<file path="config.mk">
export PLATFORM = sky130hd
export DESIGN_NAME = csa_resolver_flat
export DESIGN_NICKNAME = d
export VERILOG_FILES = /design/src/rtl/csa_resolver_if.sv /design/src/rtl/csa_resolver.sv /design/src/flat_wrapper.sv
export SDC_FILE = /design/constraint.sdc
export NUM_CORES = 1
export LEC_CHECK = 0
export CORE_ASPECT_RATIO = 1.2
export CORE_MARGIN = 1
export CORE_UTILIZATION = 35
export CTS_CLUSTER_DIAMETER = 100
export DETAILED_ROUTE_END_ITERATION = 7
export HOLD_SLACK_MARGIN = 0.02
export MAX_ROUTING_LAYER = met4
export PLACE_DENSITY_LB_ADDON = 0.08
export SLEW_MARGIN = 40
export SYNTH_ARGS = -nofsm -noshare
export SYNTH_HDL_FRONTEND = slang
export SYNTH_SLANG_ARGS = --single-unit
export TNS_END_PERCENT = 30
</file>
<file path="constraint.sdc">
create_clock -name clk -period 4.2 [get_ports clk]
set_input_delay 0.63 -clock clk [delete_from_list [all_inputs] [get_ports clk]]
set_output_delay 0.63 -clock clk [all_outputs]
set_load 0.05 [all_outputs]
</file>
<file path="src/rtl/csa_resolver_if.sv">
// rtl/csa_resolver_if.sv - handshake bundle for the carry-save resolver
interface csa_resolver_if #(
    parameter int WIDTH = 16
);
    logic             in_valid;
    logic             in_ready;
    logic [WIDTH-1:0] sum_in;
    logic [WIDTH-1:0] carry_in;
    logic             out_valid;
    logic             out_ready;
    logic [WIDTH+1:0] result;

    modport master (
        output in_valid,
        output sum_in,
        output carry_in,
        output out_ready,
        input  in_ready,
        input  out_valid,
        input  result
    );

    modport slave (
        input  in_valid,
        input  sum_in,
        input  carry_in,
        input  out_ready,
        output in_ready,
        output out_valid,
        output result
    );
endinterface

</file>
<file path="src/rtl/csa_resolver.sv">
// rtl/csa_resolver.sv - digit-serial carry-propagate stage for a carry-save pair
module csa_resolver #(
    parameter int WIDTH = 16,   // must be a multiple of DIGIT and at least 2
    parameter int DIGIT = 4
) (
    input logic          clk,
    input logic          rst_n,
    csa_resolver_if.slave bus
);
    localparam int N     = WIDTH / DIGIT;
    localparam int CNT_W = (N > 1) ? $clog2(N) : 1;
    localparam logic [CNT_W-1:0] LAST_SLICE = CNT_W'(N - 1);

    typedef enum logic [1:0] {
        IDLE = 2'd0,
        RUN  = 2'd1,
        DONE = 2'd2
    } state_t;

    state_t           state;
    state_t           state_nxt;
    logic [CNT_W-1:0] cnt;
    logic             cy;
    logic             top_c;
    logic [WIDTH-1:0] a;
    logic [WIDTH-1:0] b;
    logic [WIDTH+1:0] res;
    logic             accept;
    logic             last;
    logic [DIGIT-1:0] a_slice;
    logic [DIGIT-1:0] b_slice;
    logic [DIGIT:0]   slice_sum;

    // Handshake flags are plain decodes of the state register, so neither
    // depends combinationally on in_valid or out_ready.
    assign bus.in_ready  = (state == IDLE);
    assign bus.out_valid = (state == DONE);
    assign bus.result    = res;

    assign accept = bus.in_valid && (state == IDLE);
    assign last   = (cnt == LAST_SLICE);

    // One DIGIT-wide slice of the ripple add, selected by the slice counter.
    assign a_slice   = a[cnt*DIGIT +: DIGIT];
    assign b_slice   = b[cnt*DIGIT +: DIGIT];
    assign slice_sum = {1'b0, a_slice} + {1'b0, b_slice} + {{DIGIT{1'b0}}, cy};

    // State register; reset wins over any pending in_valid.
    always_ff @(posedge clk) begin
        if (!rst_n) begin
            state <= IDLE;
        end else begin
            state <= state_nxt;
        end
    end

    // Next-state logic: accept in IDLE, walk N slices in RUN, hold in DONE.
    always_comb begin
        state_nxt = state;
        unique case (state)
            IDLE:    if (bus.in_valid)  state_nxt = RUN;
            RUN:     if (last)          state_nxt = DONE;
            DONE:    if (bus.out_ready) state_nxt = IDLE;
            default:                    state_nxt = IDLE;
        endcase
    end

    // Datapath: capture operands on accept, then write one result slice per RUN cycle.
    always_ff @(posedge clk) begin
        if (!rst_n) begin
            cnt   <= '0;
            cy    <= 1'b0;
            top_c <= 1'b0;
            a     <= '0;
            b     <= '0;
            res   <= '0;
        end else if (accept) begin
            // The carry vector is pre-shifted; its MSB falls off the top of B
            // and is folded back in beside the final carry-out.
            a     <= bus.sum_in;
            b     <= {bus.carry_in[WIDTH-2:0], 1'b0};
            top_c <= bus.carry_in[WIDTH-1];
            cnt   <= '0;
            cy    <= 1'b0;
            res   <= '0;
        end else if (state == RUN) begin
            res[cnt*DIGIT +: DIGIT] <= slice_sum[DIGIT-1:0];
            cy  <= slice_sum[DIGIT];
            cnt <= cnt + 1'b1;
            if (last) begin
                // Two carries of weight 2^WIDTH can meet here, hence the 2-bit sum.
                res[WIDTH+1:WIDTH] <= {1'b0, top_c} + {1'b0, slice_sum[DIGIT]};
            end
        end
    end
endmodule
</file>
<file path="src/flat_wrapper.sv">
// flat-port wrapper written by rule: the top's interface ports become plain ports
module csa_resolver_flat 
#(
    parameter int WIDTH = 16,                                                
    parameter int DIGIT = 4
)
  (clk, rst_n, bus_in_valid, bus_sum_in, bus_carry_in, bus_out_ready, bus_in_ready, bus_out_valid, bus_result);
  csa_resolver_if #(.WIDTH(WIDTH)) bus_i ();
  input logic clk;
  input logic rst_n;
  input wire logic [$bits(bus_i.in_valid)-1:0] bus_in_valid;
  input wire logic [$bits(bus_i.sum_in)-1:0] bus_sum_in;
  input wire logic [$bits(bus_i.carry_in)-1:0] bus_carry_in;
  input wire logic [$bits(bus_i.out_ready)-1:0] bus_out_ready;
  output wire logic [$bits(bus_i.in_ready)-1:0] bus_in_ready;
  output wire logic [$bits(bus_i.out_valid)-1:0] bus_out_valid;
  output wire logic [$bits(bus_i.result)-1:0] bus_result;
  assign bus_i.in_valid = bus_in_valid;
  assign bus_i.sum_in = bus_sum_in;
  assign bus_i.carry_in = bus_carry_in;
  assign bus_i.out_ready = bus_out_ready;
  assign bus_in_ready = bus_i.in_ready;
  assign bus_out_valid = bus_i.out_valid;
  assign bus_result = bus_i.result;
  csa_resolver #(.WIDTH(WIDTH), .DIGIT(DIGIT)) u_core (.clk(clk), .rst_n(rst_n), .bus(bus_i));
endmodule
</file>
==> impl_metrics.ini, run 1 <==
[global_routing]
grt_pass1_wl_microns = 9110
antenna_found_initial = 0
grt_overflow = 0
grt_pass1_vias = 1875
grt_max_degree = 36
grt_use_total = 0.160

[logic_synthesis]
synth_mux_area_frac = 0.0693
synth_fa_ha_area_frac = 0.0693
synth-seq-cells = 55
synth.distinct_cells = 34
netlist_area_sq_um = 2560
seq_area_frac_synth = 0.429
synth-compound-area-share = 0.176
synthesis.instances = 273
yosysWarnings = 0
synth.net_count = 322
synth_async_sr_flop_share = 0
synth_xor_area_frac = 0.00342
synth_top_family_by_area = simple AND/OR/NAND/NOR gates
yosys.area_share.simple = 0.213
synth_edf_count = 0
synth.avg_cell_area_sq_um = 9.39
synth_ff_type = dfxtp_1

[layout]
regArea_sq_um = 1100
layout_common_cells = nand2_1 (77), clkdlybuf4s50_1 (55), dfxtp_1 (55), a21boi_1 (30), nor2_1 (18)
antenna_cells = 0
final_nets = 372
fillCellCount = 695
layout_commonest_cell = nand2_1
area_growth_pct = 27.1
post-route-util = 0.467
drive_gt1_frac = 0.0833
multi_input_area_sq_um = 1360

[timing]
maxSlewViolCount = 0
fmax_mhz = 311
max_slew.worst_pin.slew_ps = 504
fin_crit_ps = 3220
finalHoldViolCount = 0
slew_headroom = 0.664
finalClockSkew_ps = 12.4
fin_tns_setup_ps = 0
setup_viol_count_final = 0
rsz0062_at_grt = no
fin_crit_sh = 0.766

[placement]
hpwl_microns = 4230
port_buffers = 55
place.gp.congestion = 0.801

[pwr]
p_leak_nw = 1.24
powerDensity_nw_per_um2 = 310
peakVddDrop_mv = 0.152

[floorplanning]
ios = 56
dieArea_sq_um = 7670
die_height_microns = 95.8
die_width_microns = 80.1
rows = 33
start_util = 0.367
core_sq_um = 6980

[drt]
drt-total-wl_microns = 5580
top_layer = met4
wl_met3_microns = 185
ant_nets = 0
num_vias = 2015
vias_per_cell = 4.90
wl_met1_microns = 2540
drc = 0
dr.pass1.iters = 7
met2_length_microns = 2810
wire_per_inst_microns = 13.6
drtIter0Drc = 96

[worst_setup_path]
cp.arrival_ps = 3410
crit_chain = buf_4, mux2i_1, o21ai_0, fa_1, fa_1, a21o_1, a21o_1, ha_1, a221oi_1, nor3_1
cp_max_fo = 12
critPathRequiredTime_ps = 4390
path_buf_inv = 1
cpMaxStageDelayCell = dfxtp_1
critPathTopFamily = adder cells
path_class = flop to flop
slowest_delay_ps = 620
crit_path_end_kind = flop
startpoint_type = flop

[cts]
post_cts_buffers = 0
clk_pin_slew_ps = 110
clock_latency_ps = 310
cts_tree = done
clk_path_buf_depth = 2
cts_buffers = 5
root_buffer = clkbuf_8
ctsResizeCount = 0
ctsHoldBuffers = 0
h-tree-depth = 2
cts.sinks = 55

[outcome]
status = finished, final reports clean

[worst_hold_path]
hp-class = flop to flop

[run]
max_cap_viol_count = 0
## power breakdown
part	internal (mW)	switching (mW)	leakage, nW
Clock	0.120	0.176	0.0485
Sequential	0.542	0.0156	0.448
Combinational	0.0763	0.0797	0.747
## cell usage after synthesis, types with 2 or more instances
master | instances | area (sq um)
nor4b_4 | 2 | 47.6
nor3_1 | 3 | 15.0
fa_1 | 2 | 40.0
a21o_1 | 3 | 22.5
and2b_1 | 2 | 15.0
mux4_2 | 7 | 158
nand2_1 | 77 | 289
a22oi_1 | 13 | 97.6
a32oi_1 | 4 | 35.0
nand3_1 | 2 | 10.0
inv_1 | 4 | 15.0
clkbuf_1 | 5 | 18.8
buf_4 | 5 | 37.5
a21boi_1 | 30 | 225
buf_2 | 6 | 30.0
ha_1 | 11 | 138
nor4_4 | 2 | 42.5
a21oi_1 | 5 | 25.0
mux2i_1 | 2 | 20.0
nor2_1 | 18 | 67.6
dfxtp_1 | 55 | 1100
a21boi_0 | 2 | 15.0
a221oi_1 | 2 | 17.5
## worst paths after layout
kind / from / cells past startpoint / endpoint / slack (ps)
worst min register to register: u_core.b[14] / 2 / u_core.b[14] / 460
worst max-delay path: u_core.cnt[0] / 10 / u_core.bus.result[16] / 980
worst min-delay path: u_core.b[14] / 2 / u_core.b[14] / 460
worst max register to register: u_core.cnt[0] / 10 / u_core.bus.result[16] / 980
## per-stage QoR
| stage | setup slack [ps] | power (mW) | instances | hold WS [ps] | cell area, sq um |
|---|---|---|---|---|---|
| after floorplan | 1050 | 0.666 | 273 | 432 | 2560 |
| after global placement | 1000 | 0.727 | 403 | 443 | 3170 |
| after detailed placement | 974 | 0.728 | 403 | 446 | 3170 |
| after CTS | 938 | 1.03 | 411 | 462 | 3260 |
| after global routing | 685 | 1.07 | 411 | 474 | 3260 |
| final | 981 | 1.01 | 411 | 457 | 3260 |
## final cells by class
cell class	instances	share of cell area
clock buffers	5	0.0211
clock inverters	3	0.00691
inverters	4	0.00461
multi-input cells	198	0.418
flip-flops and latches	55	0.338
well taps	87	0.0334
repair buffers	59	0.178
## cell families (layout without fill, tap and decap cells)
group / Yosys count / count (layout)
simple gates: 114 / 114
compound gates: 61 / 61
mux: 9 / 9
fa+ha+maj: 13 / 13
flops: 55 / 55
buf+inv: 20 / 71
xor+xnor: 1 / 1
## routing by layer
layer  GRT usage  vias to the layer above
met2       0.278                       49
li1            -                     1036
met5           -                        -
met4      0.0402                        0
met3      0.0284                        4
met1       0.191                      926
## sequential cells by signal (all words and copies together), names as in the netlist
register,flops
u_core.b,15
u_core.a,16
u_core.bus.result,18
u_core.state,2
u_core.cy,1
u_core.top_c,1
u_core.cnt,2
## worst reg2reg max path: cells and delay by family (launching register included)
kind / cells / cell delay, ps
adder cells (fa/ha/maj): 3 / 1160
multiplexers: 1 / 190
flip-flops: 1 / 620
buffers and inverters: 1 / 290
AND/OR/NAND/NOR: 1 / 80
AO/OA/AOI/OAI: 4 / 760
No activity file was read; power rests on OpenSTA's default activity.
==> run 2, diff against run 1 <==
==> constraint.sdc (replaced) <==
create_clock -name clk -period 3.3 [get_ports clk]
set_input_delay 0.495 -clock clk [delete_from_list [all_inputs] [get_ports clk]]
set_output_delay 0.495 -clock clk [all_outputs]
set_load 0.05 [all_outputs]
==> impl_metrics.ini, run 2 (same netlist as run 1, synthesis figures left out) <==
[layout]
antenna_cells = 0
largest_reg_flops = 18
design_area_sq_um = 3290
fillCellCount = 710
regArea_sq_um = 1100
area_growth_pct = 28.2
layout_common_cells = nand2_1 (77), clkdlybuf4s50_1 (55), dfxtp_1 (55), a21boi_1 (30), nor2_1 (18)
final_nets = 373
layout_commonest_cell = nand2_1
drive_gt1_frac = 0.0800
multi_input_area_sq_um = 1360

[global_routing]
grt_max_degree = 35
grt_pass1_vias = 1922
grt_pass1_wl_microns = 9380
grt_use_total = 0.165
antenna_found_initial = 0
grt_overflow = 0

[floorplanning]
dieArea_sq_um = 7670
die_width_microns = 80.1
start_util = 0.367
rows = 33
die_height_microns = 95.8
core_sq_um = 6980
ios = 56

[pwr]
p_int_mw = 0.981
p_leak_nw = 1.25
powerDensity_nw_per_um2 = 400
p_sw_mw = 0.335
pwr-share-seq = 0.536
combinationalPowerShare = 0.157
peakVddDrop_mv = 0.193
clockPowerShare = 0.308
sw_frac_of_total = 0.255

[timing]
setup_viol_count_final = 0
fin_crit_sh = 0.904
max_slew.worst_pin.slew_ps = 750
fin_ws_ps = 318
finalHoldViolCount = 0
slew_headroom = 0.499
rsz0062_at_grt = no
maxSlewViolCount = 0
fin_tns_setup_ps = 0
fmax_mhz = 335
finalClockSkew_ps = 4.61
fin_crit_ps = 2980

[drt]
drt-total-wl_microns = 5650
drtIter0Drc = 82
dr.pass1.iters = 4
ant_nets = 0
drc = 0
vias_per_cell = 4.93
num_vias = 2033
wire_per_inst_microns = 13.7

[worst_setup_path]
path_class = flop to flop
crit_path_end_kind = flop
reg2reg_depth = 10
rrSetupSlack_ps = 320
critPathRequiredTime_ps = 3470
cp.arrival_ps = 3150
r2r-end = u_core.bus.result[16]
r2r-start = u_core.cnt[0]
setup.worst_path.start = u_core.cnt[0]
startpoint_type = flop
cp_max_fo = 18

[cts]
root_buffer = clkbuf_8
cts.sinks = 55
post_cts_buffers = 0
clk_path_buf_depth = 2
h-tree-depth = 2
cts_tree = done
clock_latency_ps = 300
ctsHoldBuffers = 0
clk_pin_slew_ps = 100
ctsResizeCount = 0
cts_buffers = 5

[worst_hold_path]
whs_path_depth = 2
worstHoldStart = u_core.b[10]
worstHoldEndpoint = u_core.b[10]
hp-class = flop to flop

[placement]
place.gp.congestion = 0.794
post_dp_cell_area_sq_um = 3190
dp_worst_setup_slack_ps = 336
hpwl_microns = 4210
port_buffers = 55

[run]
max_cap_viol_count = 0

[outcome]
status = finished, final reports clean
-- run 2: changes by cell type in the layout (fill, tap and decap cells not counted) --
cell	previous run	this run
clkbuf_8	5	7
inv_6	1	0
buf_12	0	1
and2_2	1	0
clkbuf_1	0	1
clkinv_4	1	0
and2_1	0	1
clkinv_2	1	0
-- run 2: cell type report --
cell class                 instances  area share
tap                               87      0.0331
multi-input combinational        198       0.414
sequential                        55       0.335
inverter                           4     0.00457
clock buffer                       8      0.0305
timing repair buffer              60       0.183
-- run 2: worst max-delay path by stage --
stage | end | slack (ps) | depth (start not counted)
after floorplan | u_core.bus.result[16] | 150 | 10
after global placement | u_core.bus.result[16] | 400 | 10
after detailed placement | u_core.bus.result[16] | 340 | 10
after CTS | u_core.bus.result[16] | 310 | 10
after global routing | u_core.bus.result[16] | 150 | 10
final | u_core.bus.result[16] | 320 | 10
-- run 2: stage by stage --
step	power (mW)	util	hold WS (ps)	cells
global route	1.38	0.471	478	412
finish	1.32	0.471	457	412
CTS	1.33	0.471	461	412
global placement	0.928	0.457	447	404
floorplan	0.848	-	432	273
detailed placement	0.930	0.457	447	404
-- run 2: critical path, stage by stage, from the launching register on --
cell and delay, ps:
dfxtp_1 410, buf_12 190, mux2i_1 190, o21ai_0 130, fa_1 450, fa_1 420, a21o_1 190, a21o_1 200
ha_1 300, a221oi_1 270, nor3_1 80
-- run 2: power by group through the flow --
stage / Combinational, mW / Sequential, mW / Clock (mW)
after floorplan: 0.128 / 0.720 / 0
after global placement: 0.207 / 0.721 / 0
after detailed placement: 0.209 / 0.721 / 0
after CTS: 0.209 / 0.706 / 0.415
after global routing: 0.226 / 0.709 / 0.442
final: 0.206 / 0.705 / 0.405
-- run 2: per-layer routing --
layer,part of all wire,wire (microns),GRT usage,up-vias
met5,0,0,-,-
met4,0.012,69,0.0491,0
met3,0.032,182,0.0284,6
met2,0.50,2840,0.282,43
met1,0.45,2550,0.198,943
li1,-,-,-,1041
==> run 3, diff against run 2 <==
--- a/config.mk
+++ b/config.mk
@@ -10,6 +10,7 @@
 export CORE_UTILIZATION = 35
 export CTS_CLUSTER_DIAMETER = 100
 export DETAILED_ROUTE_END_ITERATION = 7
+export GPL_TIMING_DRIVEN = 0
 export HOLD_SLACK_MARGIN = 0.02
 export MAX_ROUTING_LAYER = met4
 export PLACE_DENSITY_LB_ADDON = 0.08
==> impl_metrics.ini, run 3 (same netlist as run 1, synthesis figures left out) <==
[outcome]
status = finished, final reports clean

[timing]
maxSlewViolCount = 0
setup_viol_count_final = 0
fin_crit_sh = 0.952
slew_headroom = 0.669
finalHoldViolCount = 0
max_slew.worst_pin.slew_ps = 495
fmax_mhz = 318
fin_crit_ps = 3140
finalClockSkew_ps = 5.21
whs_ps = 457

[worst_setup_path]
cp_max_fo = 16
startpoint_type = flop
cpMaxStageDelayCell = mux4_2
slowest_delay_ps = 570
rrSetupSlack_ps = 160
path_buf_inv = 1
critPathTopFamily = adder cells
critPathRequiredTime_ps = 3500
crit_cells = 9
cp_common_cell = a21o_1
cp.arrival_ps = 3340
r2r-start = u_core.cnt[0]
r2r-end = u_core.bus.result[16]
crit_path_end_kind = flop
path_class = flop to flop
reg2reg_depth = 9
crit_chain = buf_6, mux4_2, fa_2, fa_1, a21o_1, a21o_1, ha_1, a221oi_2, nor3_1

[placement]
place.gp.congestion = 0.755
hpwl_microns = 4330
port_buffers = 55

[layout]
drive_gt1_frac = 0.107
largest_reg_flops = 18
multi_input_area_sq_um = 1370
post-route-util = 0.480
antenna_cells = 0
layout_common_cells = nand2_1 (77), clkdlybuf4s50_1 (55), dfxtp_1 (54), a21boi_1 (30), nor2_1 (18)
fillCellCount = 701
regArea_sq_um = 1100
layout_commonest_cell = nand2_1
final_nets = 383
area_growth_pct = 30.7

[drt]
vias_per_cell = 4.90
wire_per_inst_microns = 13.8
drtIter0Drc = 92
num_vias = 2069
drt-total-wl_microns = 5820
ant_nets = 0
dr.pass1.iters = 4
drc = 0

[pwr]
combinationalPowerShare = 0.155
clockPowerShare = 0.337
p_leak_nw = 1.29
sw_frac_of_total = 0.250
p_sw_mw = 0.347
powerDensity_nw_per_um2 = 414
p_int_mw = 1.04
pwr-share-seq = 0.508
peakVddDrop_mv = 0.195

[global_routing]
grt_use_total = 0.175
grt_pass1_wl_microns = 9850
antenna_found_initial = 0
grt_pass1_vias = 2040
grt_max_degree = 17
grt_overflow = 0

[floorplanning]
start_util = 0.367
dieArea_sq_um = 7670
ios = 56
core_sq_um = 6980
rows = 33
die_height_microns = 95.8
die_width_microns = 80.1

[cts]
clock_latency_ps = 310
post_cts_buffers = 0
cts_buffers = 5
root_buffer = clkbuf_8
cts.sinks = 55
cts_tree = done
clk_pin_slew_ps = 100
h-tree-depth = 2
clk_path_buf_depth = 2

[worst_hold_path]
worstHoldEndpoint = u_core.a[15]
whs_path_depth = 2
worstHoldStart = u_core.a[15]
hp-class = flop to flop

[run]
max_cap_viol_count = 0
[run 3: power groups by stage]
stage               Clock, mW  Sequential, mW  Combinational (mW)
floorplan                   0           0.720               0.128
global placement            0           0.719               0.216
detailed placement          0           0.720               0.217
CTS                     0.475           0.705               0.220
global route            0.497           0.708               0.239
finish                  0.467           0.704               0.215
[run 3: worst min-delay path: cells and delay by family, from the launching register on]
family,cells,cell delay [ps]
DFF,1,320
AOI/OAI and AO/OA,1,50
and+or+nand+nor,1,50
[run 3: layer usage]
metal  up-vias  share of wire  global-route usage
met4         0          0.013              0.0491
li1       1058              -                   -
met1       966           0.45               0.203
met2        39           0.51               0.310
met5         -              0                   -
met3         6          0.026              0.0284
[run 3: what timing repair did]
item | 4_1_cts | 5_1_grt
endpoints found under the hold margin | 0 | 0
endpoints found under the setup margin | 2 | 2
hold buffers | 0 | 0
resized for setup | 5 | 3
[run 3: area by class of cell]
| class | count | share of cell area |
|---|---|---|
| multi-input combinational | 198 | 0.409 |
| sequential | 55 | 0.329 |
| timing repair buffer | 55 | 0.164 |
| tap | 87 | 0.0325 |
| buffer | 15 | 0.0258 |
| clock buffer | 6 | 0.0246 |
| clock inverter | 2 | 0.0105 |
| inverter | 4 | 0.00448 |
[run 3: worst max path at each step]
| stage | slack (ps) | endpoint | start |
|---|---|---|---|
| finish | 160 | u_core.bus.result[16] | u_core.cnt[0] |
| CTS | 1 | u_core.bus.result[16] | u_core.cnt[0] |
| floorplan | 150 | u_core.bus.result[16] | u_core.cnt[0] |
| global route | -7 | u_core.bus.result[16] | u_core.cnt[0] |
| global placement | -170 | u_core.bus.result[16] | u_core.cnt[0] |
| detailed placement | -190 | u_core.bus.result[16] | u_core.cnt[0] |
[run 3: metrics by stage]
stage	setup slack, ps	TNS, ps	power [mW]	instance area [sq um]	cells
final	157	0	1.39	3350	422
after detailed placement	-189	-325	0.937	3220	415
after CTS	1.17	0	1.40	3350	423
after floorplan	147	0	0.848	2560	273
after global placement	-168	-271	0.936	3220	415
after global routing	-6.62	-6.62	1.44	3350	422
